<file path="src/rtl/rv_ctrl_if.sv">
// Control/datapath boundary of the multicycle RV32I core: instruction word and
// handshakes in, ALU opcode, mux selects and write strobes out.
interface rv_ctrl_if;
  logic [31:0] ir;
  logic        mem_ready;
  logic        br_taken;
  logic [3:0]  aluOp;
  logic [1:0]  alu_srcA_sel;
  logic [2:0]  alu_srcB_sel;
  logic [1:0]  pc_sel;
  logic        pc_we;
  logic        ir_we;
  logic        rf_we;
  logic        rf_wsel;
  logic        mem_re;
  logic        mem_we;

  modport master (
    input  ir, mem_ready, br_taken,
    output aluOp, alu_srcA_sel, alu_srcB_sel, pc_sel,
           pc_we, ir_we, rf_we, rf_wsel, mem_re, mem_we
  );

  modport slave (
    output ir, mem_ready, br_taken,
    input  aluOp, alu_srcA_sel, alu_srcB_sel, pc_sel,
           pc_we, ir_we, rf_we, rf_wsel, mem_re, mem_we
  );
endinterface

</file>
<file path="src/rtl/rv_ctrl_fsm.sv">
// Multicycle RV32I control FSM (FETCH/DECODE/EXEC/MEM/WB/TRAP) with a
// retired-instruction counter; all datapath storage lives outside.
module rv_ctrl_fsm #(
  parameter int CNT_W = 32
) (
  input  logic             clk,
  input  logic             rst,
  rv_ctrl_if.master        bus,
  output logic             illegal,
  output logic [CNT_W-1:0] instret
);
  localparam logic [2:0] S_FETCH  = 3'd0;
  localparam logic [2:0] S_DECODE = 3'd1;
  localparam logic [2:0] S_EXEC   = 3'd2;
  localparam logic [2:0] S_MEM    = 3'd3;
  localparam logic [2:0] S_WB     = 3'd4;
  localparam logic [2:0] S_TRAP   = 3'd5;

  localparam logic [6:0] OPC_OP     = 7'b0110011;
  localparam logic [6:0] OPC_OPIMM  = 7'b0010011;
  localparam logic [6:0] OPC_LUI    = 7'b0110111;
  localparam logic [6:0] OPC_AUIPC  = 7'b0010111;
  localparam logic [6:0] OPC_JAL    = 7'b1101111;
  localparam logic [6:0] OPC_JALR   = 7'b1100111;
  localparam logic [6:0] OPC_BRANCH = 7'b1100011;
  localparam logic [6:0] OPC_LOAD   = 7'b0000011;
  localparam logic [6:0] OPC_STORE  = 7'b0100011;

  localparam logic [3:0] ALU_ADD = 4'd0, ALU_SUB = 4'd1, ALU_SLL = 4'd2, ALU_SLT = 4'd3,
                         ALU_SLTU = 4'd4, ALU_XOR = 4'd5, ALU_SRL = 4'd6, ALU_SRA = 4'd7,
                         ALU_OR = 4'd8, ALU_AND = 4'd9;

  logic [2:0] state, state_nx;
  logic [6:0] opc, f7;
  logic [2:0] f3;
  logic       bad, unused;
  logic [3:0] alu_f;
  logic       pc_we_c, ir_we_c, rf_we_c, mem_re_c, mem_we_c;

  assign opc    = bus.ir[6:0];
  assign f3     = bus.ir[14:12];
  assign f7     = bus.ir[31:25];
  assign unused = ^{bus.ir[24:15], bus.ir[11:7]};

  // Every legal opcode ends in 2'b11, so the opcode match also screens ir[1:0].
  always_comb begin
    bad = 1'b0;
    case (opc)
      OPC_OP:     bad = !((f7 == 7'h00) || (f7 == 7'h20 && (f3 == 3'd0 || f3 == 3'd5)));
      OPC_OPIMM:  bad = (f3 == 3'd1 && f7 != 7'h00) ||
                        (f3 == 3'd5 && f7 != 7'h00 && f7 != 7'h20);
      OPC_LUI, OPC_AUIPC, OPC_JAL: bad = 1'b0;
      OPC_JALR:   bad = (f3 != 3'd0);
      OPC_BRANCH: bad = (f3 == 3'd2 || f3 == 3'd3);
      OPC_LOAD:   bad = (f3 == 3'd3 || f3 == 3'd6 || f3 == 3'd7);
      OPC_STORE:  bad = (f3 > 3'd2);
      default:    bad = 1'b1;
    endcase
  end

  // SUB only exists in register-register form; OP-IMM funct3=000 is always ADDI.
  always_comb begin
    alu_f = ALU_ADD;
    case (f3)
      3'd0: alu_f = (opc == OPC_OP && bus.ir[30]) ? ALU_SUB : ALU_ADD;
      3'd1: alu_f = ALU_SLL;
      3'd2: alu_f = ALU_SLT;
      3'd3: alu_f = ALU_SLTU;
      3'd4: alu_f = ALU_XOR;
      3'd5: alu_f = bus.ir[30] ? ALU_SRA : ALU_SRL;
      3'd6: alu_f = ALU_OR;
      default: alu_f = ALU_AND;
    endcase
  end

  always_comb begin
    state_nx         = state;
    bus.aluOp        = ALU_ADD;
    bus.alu_srcA_sel = 2'd0;
    bus.alu_srcB_sel = 3'd0;
    bus.pc_sel       = 2'd0;
    bus.rf_wsel      = 1'b0;
    pc_we_c  = 1'b0;
    ir_we_c  = 1'b0;
    rf_we_c  = 1'b0;
    mem_re_c = 1'b0;
    mem_we_c = 1'b0;
    case (state)
      S_FETCH: begin
        mem_re_c = 1'b1;
        if (bus.mem_ready) begin
          ir_we_c  = 1'b1;
          state_nx = S_DECODE;
        end
      end
      S_DECODE: state_nx = bad ? S_TRAP : S_EXEC;
      S_EXEC: begin
        state_nx = S_FETCH;
        case (opc)
          OPC_OP: begin
            bus.aluOp = alu_f; rf_we_c = 1'b1; pc_we_c = 1'b1;
          end
          OPC_OPIMM: begin
            bus.aluOp = alu_f; bus.alu_srcB_sel = 3'd1; rf_we_c = 1'b1; pc_we_c = 1'b1;
          end
          OPC_LUI: begin
            bus.alu_srcA_sel = 2'd2; bus.alu_srcB_sel = 3'd3; rf_we_c = 1'b1; pc_we_c = 1'b1;
          end
          OPC_AUIPC: begin
            bus.alu_srcA_sel = 2'd1; bus.alu_srcB_sel = 3'd3; rf_we_c = 1'b1; pc_we_c = 1'b1;
          end
          OPC_JAL, OPC_JALR: begin
            bus.alu_srcA_sel = 2'd1; bus.alu_srcB_sel = 3'd4; rf_we_c = 1'b1; pc_we_c = 1'b1;
            bus.pc_sel = (opc == OPC_JAL) ? 2'd2 : 2'd3;
          end
          OPC_BRANCH: begin
            pc_we_c = 1'b1; bus.pc_sel = {1'b0, bus.br_taken};
          end
          OPC_LOAD: begin
            bus.alu_srcB_sel = 3'd1; state_nx = S_MEM;
          end
          OPC_STORE: begin
            bus.alu_srcB_sel = 3'd2; state_nx = S_MEM;
          end
          default: state_nx = S_TRAP;
        endcase
      end
      S_MEM: begin
        if (opc == OPC_LOAD) begin
          mem_re_c = 1'b1;
          if (bus.mem_ready) state_nx = S_WB;
        end else begin
          mem_we_c = 1'b1;
          if (bus.mem_ready) begin
            pc_we_c  = 1'b1;
            state_nx = S_FETCH;
          end
        end
      end
      S_WB: begin
        rf_we_c = 1'b1; bus.rf_wsel = 1'b1; pc_we_c = 1'b1; state_nx = S_FETCH;
      end
      S_TRAP:  state_nx = S_TRAP;
      default: state_nx = S_FETCH;
    endcase
  end

  // Strobes are gated by rst directly so they drop without waiting for a clock.
  assign bus.pc_we  = pc_we_c  & ~rst;
  assign bus.ir_we  = ir_we_c  & ~rst;
  assign bus.rf_we  = rf_we_c  & ~rst;
  assign bus.mem_re = mem_re_c & ~rst;
  assign bus.mem_we = mem_we_c & ~rst;

  assign illegal = (state == S_TRAP);

  always_ff @(posedge clk or posedge rst) begin
    if (rst) begin
      state   <= S_FETCH;
      instret <= '0;
    end else begin
      state <= state_nx;
      if (bus.pc_we) instret <= instret + 1'b1;
    end
  end
endmodule

</file>
<file path="src/flat_wrapper.sv">
// flat-port wrapper written by rule: the top's interface ports become plain ports
module rv_ctrl_fsm_flat 
#(
  parameter int CNT_W = 32
)
  (clk, rst, illegal, instret, bus_ir, bus_mem_ready, bus_br_taken, bus_aluOp, bus_alu_srcA_sel, bus_alu_srcB_sel, bus_pc_sel, bus_pc_we, bus_ir_we, bus_rf_we, bus_rf_wsel, bus_mem_re, bus_mem_we);
  rv_ctrl_if bus_i ();
  input  logic clk;
  input  logic rst;
  output logic illegal;
  output logic [CNT_W-1:0] instret;
  input wire logic [$bits(bus_i.ir)-1:0] bus_ir;
  input wire logic [$bits(bus_i.mem_ready)-1:0] bus_mem_ready;
  input wire logic [$bits(bus_i.br_taken)-1:0] bus_br_taken;
  output wire logic [$bits(bus_i.aluOp)-1:0] bus_aluOp;
  output wire logic [$bits(bus_i.alu_srcA_sel)-1:0] bus_alu_srcA_sel;
  output wire logic [$bits(bus_i.alu_srcB_sel)-1:0] bus_alu_srcB_sel;
  output wire logic [$bits(bus_i.pc_sel)-1:0] bus_pc_sel;
  output wire logic [$bits(bus_i.pc_we)-1:0] bus_pc_we;
  output wire logic [$bits(bus_i.ir_we)-1:0] bus_ir_we;
  output wire logic [$bits(bus_i.rf_we)-1:0] bus_rf_we;
  output wire logic [$bits(bus_i.rf_wsel)-1:0] bus_rf_wsel;
  output wire logic [$bits(bus_i.mem_re)-1:0] bus_mem_re;
  output wire logic [$bits(bus_i.mem_we)-1:0] bus_mem_we;
  assign bus_i.ir = bus_ir;
  assign bus_i.mem_ready = bus_mem_ready;
  assign bus_i.br_taken = bus_br_taken;
  assign bus_aluOp = bus_i.aluOp;
  assign bus_alu_srcA_sel = bus_i.alu_srcA_sel;
  assign bus_alu_srcB_sel = bus_i.alu_srcB_sel;
  assign bus_pc_sel = bus_i.pc_sel;
  assign bus_pc_we = bus_i.pc_we;
  assign bus_ir_we = bus_i.ir_we;
  assign bus_rf_we = bus_i.rf_we;
  assign bus_rf_wsel = bus_i.rf_wsel;
  assign bus_mem_re = bus_i.mem_re;
  assign bus_mem_we = bus_i.mem_we;
  rv_ctrl_fsm #(.CNT_W(CNT_W)) u_core (.clk(clk), .rst(rst), .bus(bus_i), .illegal(illegal), .instret(instret));
endmodule
</file>
<file path="config.mk">
export PLATFORM = sky130hd
export DESIGN_NAME = rv_ctrl_fsm_flat
export DESIGN_NICKNAME = d
export VERILOG_FILES = /design/src/rtl/rv_ctrl_if.sv /design/src/rtl/rv_ctrl_fsm.sv /design/src/flat_wrapper.sv
export SDC_FILE = /design/constraint.sdc
export NUM_CORES = 1
export LEC_CHECK = 0
export ABC_AREA = 1
export BUFFER_PORTS_ARGS = -buffer_cell sky130_fd_sc_hd__buf_2
export CAP_MARGIN = 25
export CORE_ASPECT_RATIO = 1.75
export CORE_MARGIN = 2
export CORE_UTILIZATION = 31
export CTS_BUF_LIST = sky130_fd_sc_hd__clkbuf_8
export DETAILED_ROUTE_END_ITERATION = 16
export HOLD_SLACK_MARGIN = 0.1
export MAX_ROUTING_LAYER = met4
export PLACE_DENSITY = 0.51
export SLEW_MARGIN = 15
export SYNTH_ARGS = -nofsm -noshare
export SYNTH_HDL_FRONTEND = slang
export SYNTH_SLANG_ARGS = --single-unit
</file>
<file path="constraint.sdc">
create_clock -name clk -period 4 [get_ports clk]
set_clock_uncertainty 0.15 [all_clocks]
set_input_delay 1 -clock clk [delete_from_list [all_inputs] [get_ports clk]]
set_output_delay 1 -clock clk [all_outputs]
set_load 0.01 [all_outputs]
</file>
==> results.yml, run 1 <==
logic_synthesis:
  netlist_area_um2: 2750
  yosys_most_used_dff: "dfrtp_1"
  ys_ff_latch: 35
  ys_types: 30
  ys_warn_count: 0
  syn_avg_cell_area_um2: 6.47
  synth_edf_count: 0
  ys_seq_area_share_pct: 31.9
  synth_nets: 461
  syn_inst: 424
  synthArstFlopShare_pct: 100
sta:
  slew_violations: 0
  worstMarginPinSlew_ps: 491
  rsz0062_at_grt: "false"
  finalHoldViolations: 0
  fmax_mhz: 288
  post-route-period-util_pct: 86.8
  tns_ps: 0
  hold_slack_ps: 358
  fin_crit_ps: 3470
  setup_viol: 0
  slew_headroom_pct: 67.0
worst_setup_path:
  worstPathArrival_ps: 2320
  regToRegEndpoint: "u_core.instret[28]"
  slowest_stage: "inv_4"
  crit_top_cell: "nand2_2"
  path_class: "in -> out"
  slowest_delay_ps: 230
  cp_max_fo: 27
  reg2reg_depth: 10
  cp_cell_sequence: "buf_2 > inv_2 > nand2_1 > nor2_2 > o21ai_2 > nand2_2 > nand2_2 > nand3_2 > nand2_2 > inv_4 > buf_2"
  critPathCaptureType: "primary output"
  cp-start-kind: "input port"
  crit_required_ps: 2850
  r2r_slack_ps: 1870
  r2r-start: "u_core.instret[0]"
power:
  p_sw_share_pct: 38.4
  total_leakage_power_nw: 1.71
  p_per_area_nw_per_um2: 340
  p_int_mw: 0.689
  power.share.combinational_pct: 33.2
  p_switching_mw: 0.430
  ir_worst_vdd_uv: 115
  seqPwrFrac_pct: 41.7
  p_clk_share_pct: 25.1
clock_tree:
  cts.repair.resized: 0
  cts.clk_slew.worst_paths_ps: 70
  clock_sinks: 35
  cts_made_buffers: 5
  cts_tree: "done"
  cts-hold-fix-buffers: 0
  clockBufferDepth: 2
  cts_setup_buffers: 0
  htreeDepth: 2
  clk_latency_ps: 290
  clockRootBuffer: "clkbuf_8"
hold_path:
  hold_end: "u_core.instret[31]"
  min_path_type: "reg -> reg"
  min-delay-start: "u_core.instret[31]"
  holdPathStages: 2
routing:
  dr.first_iter.drc_count: 100
  dr.pass1.iters: 4
  dr_total_vias: 2838
  ant_nets: 0
  wire_per_inst_um: 13.2
  wl_um: 8140
  via_per_inst: 4.61
  drcViolationCount: 0
final_layout:
  num_antenna_cells: 0
  drive_above_1_share_pct: 22.3
  fin_nets: 534
  final_common_cell: "nand2_1"
  layout_common_cells: "nand2_1 (164), buf_2 (70), nor2_1 (53), inv_1 (41), dfrtp_1 (35)"
  syn_to_final_growth_pct: 20.0
floorplan:
  rows: 45
  fp.dieH_um: 128
  ios: 86
  die_area_um2: 9650
  die_width_um: 75.1
  initial_core_util_pct: 31.9
  fp.coreArea_um2: 8610
global_routing:
  overflow: 0
  grt_pass1_wl_um: 13300
  grt_max_degree: 38
  grtUsageTotal_pct: 18.4
  antenna_found_initial: 0
  grt_pass1_vias: 2814
placement:
  dp_hpwl_um: 6480
  gp_congestion: 0.906
  io_buffers: 70
outcome:
  status: "complete, no violations"
flow_run:
  drv_cap: 0
-- metal layers --
| metal | vias to the layer above | part of all wire (%) | track usage [%] |
|---|---|---|---|
| li1 | 1468 | - | - |
| met1 | 1241 | 36 | 18.4 |
| met2 | 102 | 54 | 32.6 |
| met3 | 27 | 4.0 | 2.43 |
| met4 | 0 | 5.9 | 10.8 |
| met5 | - | 0 | - |
-- worst max-delay path by stage --
stage / slack (ps) / startpoint / endpoint / cells past startpoint
after floorplan: 610 / rst / bus_pc_we / 4
after global placement: 540 / bus_ir[6] / bus_pc_we / 11
after detailed placement: 510 / bus_ir[2] / bus_pc_we / 11
after CTS: 510 / bus_ir[2] / bus_pc_we / 11
after global routing: 360 / bus_ir[2] / bus_pc_we / 11
final: 530 / bus_ir[4] / bus_pc_we / 11
-- layout make-up --
| type | count | area (um^2) |
|---|---|---|
| inverters | 43 | 164 |
| fillers | 944 | 5320 |
| clock inverters | 1 | 3.75 |
| flip-flops and latches | 35 | 876 |
| clock buffers | 7 | 96.3 |
| multi-input cells | 340 | 1640 |
| repair buffers | 72 | 365 |
| well taps | 117 | 146 |
-- critical path, delay by kind of cell --
kind            cells  cell delay (ps)
compound gates      1              110
buf+inv             4              620
simple gates        6              580
-- stage by stage --
stage          total power [mW]  cell area [um^2]  setup WS (ps)  cells  utilization, %
6_report                   1.12              3290            528    615            38.2
5_1_grt                    1.21              3290            365    615            38.2
4_1_cts                    1.14              3290            507    615            38.2
3_5_place_dp              0.848              3190            511    607            37.1
3_3_place_gp              0.842              3190            540    607            37.1
2_1_floorplan             0.737              2750            615    424               -
-- cells in the mapped netlist (2+ instances only) --
library cell  instances  area share [%]
dfrtp_1              35              32
o21ai_0               2            0.36
nor2_1               53             7.2
inv_2                 2            0.27
o21ai_2               5             1.6
nand2_2              14             3.2
buf_6                 3             1.2
nor3b_1               2            0.55
xnor2_1               6             1.9
a21oi_1               4            0.73
nand3_1              19             3.5
inv_1                40             5.5
nand4_1               7             1.6
nand3b_1              2            0.55
nor3_1               26             4.7
buf_4                 2            0.55
xor2_1               22             7.0
nor2_2                5             1.1
nand2_1             164              22
-- state kept, by name (all words and copies together), names as in the netlist --
register,count
u_core.instret,32
u_core.state,3
-- cell families (layout without fill, tap and decap cells) --
kind of cell / Yosys count / in the layout / synth area share, %
buffers and inverters: 49 / 123 / 8.30
AOI/OAI and AO/OA: 15 / 15 / 3.78
DFF: 35 / 35 / 31.9
xor gates and xnor gates: 28 / 28 / 8.93
and+or+nand+nor: 296 / 296 / 46.6
adders and majority gates: 1 / 1 / 0.456
-- power groups by stage --
stage          sequential (mW)  clock, mW  combinational [mW]
4_1_cts                  0.466      0.292               0.377
5_1_grt                  0.477      0.309               0.425
6_report                 0.467      0.281               0.372
3_5_place_dp             0.473          0               0.375
3_3_place_gp             0.472          0               0.370
2_1_floorplan            0.478          0               0.260
(Power assumes the default switching activity.)
==> inputs of run 2 (changes only) <==
--- a/config.mk
+++ b/config.mk
@@ -6,16 +6,16 @@
 export NUM_CORES = 1
 export LEC_CHECK = 0
 export ABC_AREA = 1
-export BUFFER_PORTS_ARGS = -buffer_cell sky130_fd_sc_hd__buf_2
 export CAP_MARGIN = 25
 export CORE_ASPECT_RATIO = 1.75
 export CORE_MARGIN = 2
 export CORE_UTILIZATION = 31
 export CTS_BUF_LIST = sky130_fd_sc_hd__clkbuf_8
 export DETAILED_ROUTE_END_ITERATION = 16
+export DONT_BUFFER_PORTS = 1
 export HOLD_SLACK_MARGIN = 0.1
 export MAX_ROUTING_LAYER = met4
-export PLACE_DENSITY = 0.51
+export PLACE_DENSITY = 0.43
 export SLEW_MARGIN = 15
 export SYNTH_ARGS = -nofsm -noshare
 export SYNTH_HDL_FRONTEND = slang
==> results.yml, run 2 (synthesis gave the netlist of run 1 again) <==
outcome:
  status: "complete, no violations"
worst_setup_path:
  path_class: "in -> out"
  worstPathArrival_ps: 2250
  critPathCaptureType: "primary output"
  crit_required_ps: 2850
  cp_max_fo: 4
  cp-start-kind: "input port"
placement:
  io_buffers: 0
  pre_cts_ws_ps: 592
  gp_congestion: 0.840
  dp_hpwl_um: 6260
  placed_cell_area_um2: 2840
global_routing:
  grt_max_degree: 38
  grt_pass1_wl_um: 13000
  grtUsageTotal_pct: 18.3
  grt_pass1_vias: 2612
  antenna_found_initial: 0
  overflow: 0
clock_tree:
  cts_setup_buffers: 0
  cts-hold-fix-buffers: 0
  clock_sinks: 35
  cts.repair.resized: 0
  clockBufferDepth: 2
  clk_latency_ps: 300
  cts_made_buffers: 5
  cts_tree: "done"
  htreeDepth: 2
  clockRootBuffer: "clkbuf_8"
  cts.clk_slew.worst_paths_ps: 70
routing:
  dr_total_vias: 2576
  dr.pass1.iters: 4
  wl_um: 7940
  ant_nets: 0
  drcViolationCount: 0
  wire_per_inst_um: 14.6
  dr.first_iter.drc_count: 127
  via_per_inst: 4.73
sta:
  rsz0062_at_grt: "false"
  tns_ps: 0
  setup_slack_ps: 605
  fmax_mhz: 295
  fin_crit_ps: 3400
  hold_slack_ps: 428
  slew_violations: 0
  setup_viol: 0
  finalHoldViolations: 0
  post-route-period-util_pct: 84.9
  slew_headroom_pct: 67.4
  worstMarginPinSlew_ps: 485
final_layout:
  syn_to_final_growth_pct: 7.20
  fillers: 966
  seq_area_um2: 876
  largest_reg_flops: 32
  drive_above_1_share_pct: 9.58
  multiInputGateArea_um2: 1640
  top_regs: "u_core.instret: 32 flops, u_core.state: 3 flops"
  fin_nets: 464
  regMostFlops: "u_core.instret"
  post-route-cell-area_um2: 2940
  utilization_pct: 34.2
  final_common_cell: "nand2_1"
  num_antenna_cells: 0
  layout_common_cells: "nand2_1 (164), nor2_1 (53), inv_1 (41), dfrtp_1 (35), nor3_1 (26)"
floorplan:
  die_width_um: 75.1
  die_area_um2: 9650
  fp.coreArea_um2: 8610
  fp.dieH_um: 128
  rows: 45
  ios: 86
  initial_core_util_pct: 31.9
power:
  p_per_area_nw_per_um2: 366
  total_leakage_power_nw: 1.36
  ir_worst_vdd_uv: 189
flow_run:
  drv_cap: 0
hold_path:
  min_path_type: "reg -> reg"
## run 2: changes by cell type in the layout (fill, tap and decap cells not counted), sizes merged
| cell | before | now |
|---|---|---|
| buf | 72 | 2 |
## run 2: area by class of cell
| class | count | share of cell area [%] |
|---|---|---|
| well taps | 117 | 4.97 |
| clock buffers | 7 | 3.27 |
| multi-input cells | 340 | 55.8 |
| repair buffers | 2 | 0.510 |
| clock inverters | 1 | 0.128 |
| flip-flops and latches | 35 | 29.8 |
| inverters | 43 | 5.57 |
## run 2: report_power, final
| group | internal (mW) | switching (mW) | leakage (nW) |
|---|---|---|---|
| Sequential | 0.400 | 0.0940 | 0.477 |
| Clock | 0.155 | 0.139 | 0.0557 |
| Combinational | 0.0945 | 0.194 | 0.824 |
## run 2: through the flow
stage	instances	power, mW
after floorplan	424	0.737
after detailed placement	537	0.795
after global routing	545	1.16
final	545	1.08
after CTS	545	1.09
after global placement	537	0.793
## run 2: final timing paths
path | endpoint | slack (ps) | start | cells past startpoint
worst max-delay path | bus_rf_we | 600 | bus_ir[3] | 8
worst min-delay path | u_core.instret[31] | 430 | u_core.instret[31] | 2
worst max register to register | u_core.instret[28] | 1780 | u_core.instret[0] | 10
worst min register to register | u_core.instret[31] | 430 | u_core.instret[31] | 2
max in group asynchronous | u_core.instret[1] | 2790 | rst | 2
min in group asynchronous | u_core.instret[14] | 590 | rst | 2
## run 2: layer usage
metal / part of all wire (%) / track usage (%) / wire length [um] / up-vias
met3: 4.8 / 3.45 / 382 / 15
met5: 0 / - / 0 / -
met1: 35 / 17.6 / 2770 / 1160
met4: 3.4 / 8.46 / 269 / 0
met2: 57 / 33.6 / 4510 / 71
li1: - / - / - / 1330
## run 2: critical path: stages
cell,delay (ps)
inv_1,50
nand2_1,50
nor2_1,240
nand2_1,150
nor3_1,360
nand3b_1,170
nor2_1,50
nor2_1,170
==> inputs of run 3 (changes only) <==
==> constraint.sdc (replaced) <==
create_clock -name clk -period 3.4 [get_ports clk]
set_clock_uncertainty 0.15 [all_clocks]
set_input_delay 0.85 -clock clk [delete_from_list [all_inputs] [get_ports clk]]
set_output_delay 0.85 -clock clk [all_outputs]
set_load 0.01 [all_outputs]
==> results.yml, run 3 (synthesis gave the netlist of run 1 again) <==
placement:
  gp_congestion: 0.841
  io_buffers: 0
  dp_hpwl_um: 6310
  placed_cell_area_um2: 2850
routing:
  wl_um: 8000
  drcViolationCount: 0
  wire_per_inst_um: 14.7
  dr.first_iter.drc_count: 138
  via_per_inst: 4.74
  dr_total_vias: 2589
  ant_nets: 0
  dr.pass1.iters: 4
worst_setup_path:
  worstPathArrival_ps: 2000
  cp-start-kind: "register"
  r2r-start: "u_core.instret[0]"
  cp_max_fo: 8
  reg2reg_depth: 10
  r2r_slack_ps: 1230
  crit_required_ps: 2400
  path_class: "reg -> out"
  regToRegEndpoint: "u_core.instret[28]"
  critPathCaptureType: "primary output"
sta:
  post-route-period-util_pct: 88.4
  worstMarginPinSlew_ps: 508
  finalHoldViolations: 0
  slew_headroom_pct: 65.9
  rsz0062_at_grt: "false"
  tns_ps: 0
  fmax_mhz: 333
  hold_slack_ps: 434
  slew_violations: 0
  setup_viol: 0
  fin_crit_ps: 3000
global_routing:
  grt_pass1_wl_um: 13000
  overflow: 0
  grtUsageTotal_pct: 18.4
  grt_pass1_vias: 2656
  antenna_found_initial: 0
  grt_max_degree: 38
final_layout:
  layout_common_cells: "nand2_1 (164), nor2_1 (53), inv_1 (41), dfrtp_1 (35), nor3_1 (26)"
  top_regs: "u_core.instret: 32 flops, u_core.state: 3 flops"
  drive_above_1_share_pct: 9.79
  post-route-cell-area_um2: 2950
  regMostFlops: "u_core.instret"
  final_common_cell: "nand2_1"
  multiInputGateArea_um2: 1640
  fin_nets: 465
  largest_reg_flops: 32
  num_antenna_cells: 0
  fillers: 976
  syn_to_final_growth_pct: 7.47
  seq_area_um2: 876
power:
  power.total_mw: 1.27
  p_switching_mw: 0.501
  total_leakage_power_nw: 1.36
  power.share.combinational_pct: 26.8
  ir_worst_vdd_uv: 238
  p_per_area_nw_per_um2: 429
  seqPwrFrac_pct: 46.1
  p_int_mw: 0.764
  p_sw_share_pct: 39.6
  p_clk_share_pct: 27.1
clock_tree:
  cts_setup_buffers: 0
  clock_sinks: 35
  htreeDepth: 2
  cts.clk_slew.worst_paths_ps: 80
  cts_made_buffers: 5
  clockBufferDepth: 2
  cts-hold-fix-buffers: 0
  cts_tree: "done"
  clockRootBuffer: "clkbuf_8"
  clk_latency_ps: 300
  cts.repair.resized: 0
hold_path:
  min_path_type: "in -> async"
floorplan:
  die_area_um2: 9650
  rows: 45
  die_width_um: 75.1
  fp.dieH_um: 128
  initial_core_util_pct: 31.9
  fp.coreArea_um2: 8610
  ios: 86
outcome:
  status: "complete, no violations"
flow_run:
  drv_cap: 0
==> run 3: changes by cell type in the layout (fill, tap and decap cells not counted) <==
cell,change
buf_4,+1
==> run 3: how the worst max path moves through the flow <==
stage	startpoint	endpoint	slack, ps
after global routing	u_core.state[2]	bus_rf_we	230
after floorplan	rst	bus_pc_we	310
after CTS	u_core.state[2]	bus_rf_we	350
after detailed placement	bus_ir[1]	bus_rf_we	480
after global placement	bus_ir[1]	bus_rf_we	480
final	u_core.state[2]	bus_rf_we	400
==> run 3: final cells by class <==
cell class	instances	share of cell area (%)
clock inverters	1	0.127
repair buffers	3	0.763
well taps	117	4.96
clock buffers	7	3.27
multi-input cells	340	55.6
inverters	43	5.56
flip-flops and latches	35	29.7
==> run 3: critical path: stages, from the launching register on <==
cell	delay, ps
dfrtp_1	480
nor3_4	330
inv_1	210
nor3_2	250
a31o_2	200
nor2_1	50
nor2_1	180
==> run 3: metrics by stage <==
| stage | cells | setup slack [ps] | util [%] |
|---|---|---|---|
| 2_1_floorplan | 424 | 315 | - |
| 3_3_place_gp | 538 | 476 | 33.1 |
| 3_5_place_dp | 538 | 475 | 33.1 |
| 4_1_cts | 546 | 352 | 34.2 |
| 5_1_grt | 546 | 234 | 34.2 |
| 6_report | 546 | 395 | 34.2 |
==> run 3: power by group through the flow <==
stage | Sequential, mW | Clock [mW] | Combinational [mW]
floorplan | 0.562 | 0 | 0.305
global placement | 0.592 | 0 | 0.341
detailed placement | 0.592 | 0 | 0.344
CTS | 0.586 | 0.363 | 0.345
global route | 0.593 | 0.375 | 0.393
finish | 0.583 | 0.343 | 0.340
==> run 3: routing by layer <==
layer  vias to the layer above  track usage [%]  wire length (um)
met5                         -                -                 0
met1                      1170             17.5              2780
met2                        75             34.4              4590
li1                       1331                -                 -
met4                         0             7.84               238
met3                        13             3.52               397
